`config.mk`:
```
export PLATFORM = sky130hd
export DESIGN_NAME = mux_arbiter
export DESIGN_NICKNAME = d
export VERILOG_FILES = /design/src/rtl/mux_arb_pkg.sv /design/src/rtl/mux2to1_4.sv /design/src/rtl/mux_arbiter.sv
export SDC_FILE = /design/constraint.sdc
export NUM_CORES = 1
export LEC_CHECK = 0
export BUFFER_PORTS_ARGS = -buffer_cell sky130_fd_sc_hd__buf_2
export CAP_MARGIN = 25
export CORE_MARGIN = 2
export CORE_UTILIZATION = 54
export DETAILED_ROUTE_END_ITERATION = 10
export GPL_TIMING_DRIVEN = 0
export PLACE_DENSITY_LB_ADDON = 0.15
export SYNTH_ARGS = -nofsm -noshare
export SYNTH_HDL_FRONTEND = slang
export SYNTH_SLANG_ARGS = --single-unit
```
`constraint.sdc`:
```
create_clock -name CLOCK_50 -period 2.56 [get_ports CLOCK_50]
set_input_delay 0.512 -clock CLOCK_50 [delete_from_list [all_inputs] [get_ports CLOCK_50]]
set_output_delay 0.512 -clock CLOCK_50 [all_outputs]
set_load 0.01 [all_outputs]
```
`src/rtl/mux_arb_pkg.sv`:
```
// Shared types and constants for the two-requester channel arbiter.
package mux_arb_pkg;

    localparam int CHAN_W = 4;

    localparam logic SEL_A = 1'b0;
    localparam logic SEL_B = 1'b1;

    typedef enum logic [1:0] {
        IDLE  = 2'd0,
        OWN_A = 2'd1,
        OWN_B = 2'd2
    } arb_state_t;

endpackage

```
`src/rtl/mux2to1_4.sv`:
```
// Plain 2:1 selector for the shared channel; zeroing while idle is the parent's job.
module mux2to1_4
    import mux_arb_pkg::*;
(
    input  logic [CHAN_W-1:0] x,
    input  logic [CHAN_W-1:0] y,
    input  logic              s,
    output logic [CHAN_W-1:0] m
);

    // Pick y when the select points at B, otherwise x.
    always_comb begin
        m = (s == SEL_B) ? y : x;
    end

endmodule

```
`src/rtl/mux_arbiter.sv`:
```
// Round-robin, time-sliced arbiter for two requesters sharing one 4-bit channel.
// Optional feature: define MUX_ARB_STATS_EN to add the 8-bit switch_cnt output.
module mux_arbiter
    import mux_arb_pkg::*;
#(
    parameter int SLICE = 8
) (
    input  logic              CLOCK_50,
    input  logic              RESET,
    input  logic              req_a,
    input  logic [CHAN_W-1:0] data_a,
    input  logic              req_b,
    input  logic [CHAN_W-1:0] data_b,
    output logic              grant_a,
    output logic              grant_b,
    output logic              sel,
    output logic [CHAN_W-1:0] mux_out,
    output logic              busy
`ifdef MUX_ARB_STATS_EN
    ,
    output logic [7:0]        switch_cnt
`endif
);

    localparam logic [7:0] SLICE_LAST = 8'(SLICE - 1);

    arb_state_t        state;
    arb_state_t        state_nxt;
    logic [7:0]        slice_cnt;
    logic [7:0]        slice_cnt_nxt;
    logic              last_owner;
    logic              last_owner_nxt;
    logic              sel_nxt;
    logic              entering;
    logic              new_owner;
    logic [CHAN_W-1:0] chan_data;

    // Next-state decision: tie-break by last owner, hand over without an idle bubble,
    // and only run the slice counter while both sides are asking.
    always_comb begin
        state_nxt     = state;
        slice_cnt_nxt = slice_cnt;
        case (state)
            IDLE: begin
                slice_cnt_nxt = '0;
                if (req_a && req_b) begin
                    state_nxt = (last_owner == SEL_B) ? OWN_A : OWN_B;
                end else if (req_a) begin
                    state_nxt = OWN_A;
                end else if (req_b) begin
                    state_nxt = OWN_B;
                end
            end
            OWN_A: begin
                if (!req_a) begin
                    state_nxt = req_b ? OWN_B : IDLE;
                end else if (req_b) begin
                    if (slice_cnt == SLICE_LAST) begin
                        state_nxt = OWN_B;
                    end else begin
                        slice_cnt_nxt = slice_cnt + 8'd1;
                    end
                end else begin
                    slice_cnt_nxt = '0;
                end
            end
            OWN_B: begin
                if (!req_b) begin
                    state_nxt = req_a ? OWN_A : IDLE;
                end else if (req_a) begin
                    if (slice_cnt == SLICE_LAST) begin
                        state_nxt = OWN_A;
                    end else begin
                        slice_cnt_nxt = slice_cnt + 8'd1;
                    end
                end else begin
                    slice_cnt_nxt = '0;
                end
            end
            default: begin
                state_nxt     = IDLE;
                slice_cnt_nxt = '0;
            end
        endcase

        if (state_nxt != state) begin
            slice_cnt_nxt = '0;
        end

        entering       = (state_nxt != state) && (state_nxt != IDLE);
        new_owner      = (state_nxt == OWN_B) ? SEL_B : SEL_A;
        last_owner_nxt = entering ? new_owner : last_owner;
        sel_nxt        = entering ? new_owner : sel;
    end

    // State, slice counter, last owner and select register; reset makes A win the first tie.
    always_ff @(posedge CLOCK_50) begin
        if (RESET) begin
            state      <= IDLE;
            slice_cnt  <= '0;
            last_owner <= SEL_B;
            sel        <= SEL_A;
        end else begin
            state      <= state_nxt;
            slice_cnt  <= slice_cnt_nxt;
            last_owner <= last_owner_nxt;
            sel        <= sel_nxt;
        end
    end

`ifdef MUX_ARB_STATS_EN
    // Count ownership changes between different sides, sticking at 255.
    always_ff @(posedge CLOCK_50) begin
        if (RESET) begin
            switch_cnt <= '0;
        end else if (entering && (new_owner != last_owner) && (switch_cnt != 8'hFF)) begin
            switch_cnt <= switch_cnt + 8'd1;
        end
    end
`endif

    assign grant_a = (state == OWN_A);
    assign grant_b = (state == OWN_B);
    assign busy    = grant_a | grant_b;

    mux2to1_4 u_mux (
        .x (data_a),
        .y (data_b),
        .s (sel),
        .m (chan_data)
    );

    // Drive the channel only while someone owns it.
    always_comb begin
        mux_out = busy ? chan_data : '0;
    end

endmodule

```
==> results_dict.tcl <==
set metrics [dict create \
    synth_common_cells "dfxtp_1 (12), mux2i_1 (6), nor2_1 (6)" \
    setup_viol 0 \
    required_ns 2.73 \
    pre_cts_slack_ns 0.06604 \
    fin_hold_ws_ns 0.4575 \
    synth_top_area_share_pct 22.27 \
    power_density_nw_per_um2 594.3 \
    ant_nets 0 \
    p_leak_nw 0.4665 \
    hold_viol 0 \
    drt-initial-drc-count 25 \
    power_frac_seq_pct 29.4 \
    synth_edf_count 0 \
    hold_path.class "in -> reg" \
    cts_resized 0 \
    slowest_stage "a211oi_1" \
    initial_utilization_pct 56.12 \
    pwr-share-comb_pct 49.3 \
    vias_per_cell 6.061 \
    cap_violations 0 \
    clk_pin_slew_worst_paths_ns 0.08 \
    synth_cells 117 \
    wirelength_um 2412 \
    drc 0 \
    synth.most_common_cell "dfxtp_1" \
    fillers 175 \
    dieHeight_um 48.69 \
    clk_latency_ns 0.29 \
    rows 16 \
    htreeDepth 1 \
    route.vias.total 1000 \
    core_area_um2 1922 \
    synth_largest_area_cell "dfxtp_1" \
    rsz0062_at_grt "false" \
    grt_pass1_vias 964 \
    crit_fanout 10 \
    worstHoldEndpoint "sel" \
    rr_worst_depth 8 \
    ys_seq_elements 12 \
    utilization_pct 65.17 \
    status "finished, final reports clean" \
    io_pins 20 \
    timing.rr.end "slice_cnt[1]" \
    wl_per_cell_um 14.62 \
    clock-root-buffer "clkbuf_4" \
    antenna_found_initial 0 \
    worst_setup_path_start_kind "flop" \
    grt_remaining_overflow 0 \
    final.setup.tns_ns 0 \
    p_int_uw 448.5 \
    power_frac_clock_pct 21.3 \
    slew_viol_final 0 \
    yosysSeqAreaShare_pct 22.27 \
    min_period_ns 2.292 \
    setup_ws_ns 0.2682 \
    ys.flop_type "dfxtp_1" \
    die_area_um2 2371 \
    syn_nets 134 \
    whs_path_depth 2 \
    port_buffers 17 \
    synth_cell_types 49 \
    hold_start "RESET" \
    crit_path_cell_trace "clkbuf_2 > inv_1 > ha_1 > and2b_2 > a21boi_0 > a211oi_1 > a2bb2oi_4 > nor3_2" \
    postCtsSetupRepairBufs 0 \
    sw_frac_of_total_pct 39.74 \
    max_freq_ghz 0.4363 \
    drive_above_1_share_pct 33.33 \
    synth_area_per_cell_um2 9.218 \
    worst_clock_skew_ns 0.004718 \
    cts-hold-fix-buffers 0 \
    netlist_area_um2 1079 \
    vdd_drop_max_uv 363.6 \
    cp-end-kind "flop" \
    routabilityCongestion 0.8673 \
    nets 156 \
    worstPathArrival_ns 2.46 \
    grt_pass1_wl_um 4243 \
    slew-limit-headroom_pct 55.30 \
    dp.cells 161 \
    power.switching_uw 295.8 \
    period_share_pct 89.52 \
    diodes 0 \
    cts_tree "yes" \
    grt_max_degree 11 \
    dieWidth_um 48.69 \
    cts.sinks 12 \
    cp_slowest_stage_delay_ns 0.39 \
    firstDrtPassIters 4 \
    final_cells 165 \
    cts_buffers 3 \
    track_usage_pct 22.93 \
    crit_type "reg -> reg" \
    synth-async-reset-ratio_pct 0 \
    synthTopCellsByArea "dfxtp_1 (22%), a211oi_2 (5.8%), ha_1 (5.8%)" \
    r2r_slack_ns 0.27 \
    area_growth_pct 16.13 \
    ys_warn_count 0 \
    clockBufferDepth 2 \
    hpwl_um 1831 \
    reg2reg_from "state[0]" \
    tightest_slew_ns 0.6705 \
]
how the worst max path moves through the flow:
| stage | from | end | slack, ns | depth (start not counted) |
|---|---|---|---|---|
| global placement | state[0] | slice_cnt[1] | 0.12 | 8 |
| floorplan | state[0] | slice_cnt[0] | 0.34 | 8 |
| CTS | state[0] | slice_cnt[0] | 0.05 | 8 |
| detailed placement | state[0] | slice_cnt[2] | 0.07 | 8 |
| global route | state[0] | slice_cnt[0] | 0.09 | 8 |
| finish | state[0] | slice_cnt[1] | 0.27 | 8 |
cell usage in the layout, fill, tap and decap left out, types with 4 or more instances in the layout:
cell      count
ha_1          5
nor2b_1       4
o21ai_0       5
dfxtp_1      12
inv_1         5
nor2_1        6
nand3_1       5
nand3b_1      4
a211oi_2      5
mux2i_1       6
buf_2        18
nor3_2        4
power by group through the flow:
stage	registers [mW]	logic, mW	clock network (mW)
3_5_place_dp	0.222	0.350	0
3_3_place_gp	0.221	0.341	0
2_1_floorplan	0.220	0.266	0
6_report	0.219	0.367	0.158
4_1_cts	0.218	0.350	0.165
5_1_grt	0.222	0.401	0.170
cell families after synthesis:
kind of cell               synth area share, %
adders and majority gates                5.800
and+or+nand+nor                          29.12
buffers and inverters                    4.988
AOI/OAI and AO/OA                        29.12
DFF                                      22.27
muxes                                    8.701
registers in the layout, summed over array words and instances, names as in the netlist:
name        flops
sel             1
last_owner      1
slice_cnt       8
state           2
critical path, delay by kind of cell (launching register included):
family                   cells  cell delay [ns]
buffers and inverters        2             0.36
AND/OR/NAND/NOR              2             0.32
AO/OA/AOI/OAI                3             0.87
adder cells (fa/ha/maj)      1             0.26
flip-flops                   1             0.36
through the flow:
| stage | area, µm² | power (mW) |
|---|---|---|
| final | 1252 | 0.7444 |
| after global routing | 1252 | 0.7942 |
| after CTS | 1234 | 0.7330 |
| after detailed placement | 1197 | 0.5724 |
| after global placement | 1197 | 0.5619 |
| after floorplan | 1079 | 0.4864 |
cell type report:
class | count | area (µm²) | area share, %
Inverter | 5 | 18.77 | 1.499
Sequential cell | 12 | 240.2 | 19.18
Multi-Input combinational cell | 95 | 802.0 | 64.04
Timing Repair Buffer | 17 | 85.08 | 6.793
Buffer | 5 | 36.28 | 2.897
Tap cell | 27 | 33.78 | 2.697
Clock buffer | 4 | 36.28 | 2.897
metal layers:
| layer | share of wire (%) | wire length (µm) | track usage (%) | up-vias |
|---|---|---|---|---|
| met4 | 3.8 | 91 | 12.86 | 0 |
| met3 | 4.4 | 106 | 4.321 | 9 |
| met5 | 0 | 0 | 0 | - |
| li1 | - | - | - | 498 |
| met1 | 45 | 1090 | 26.69 | 464 |
| met2 | 47 | 1124 | 39.27 | 29 |
Note: power is estimated with default switching activity, not from simulation.
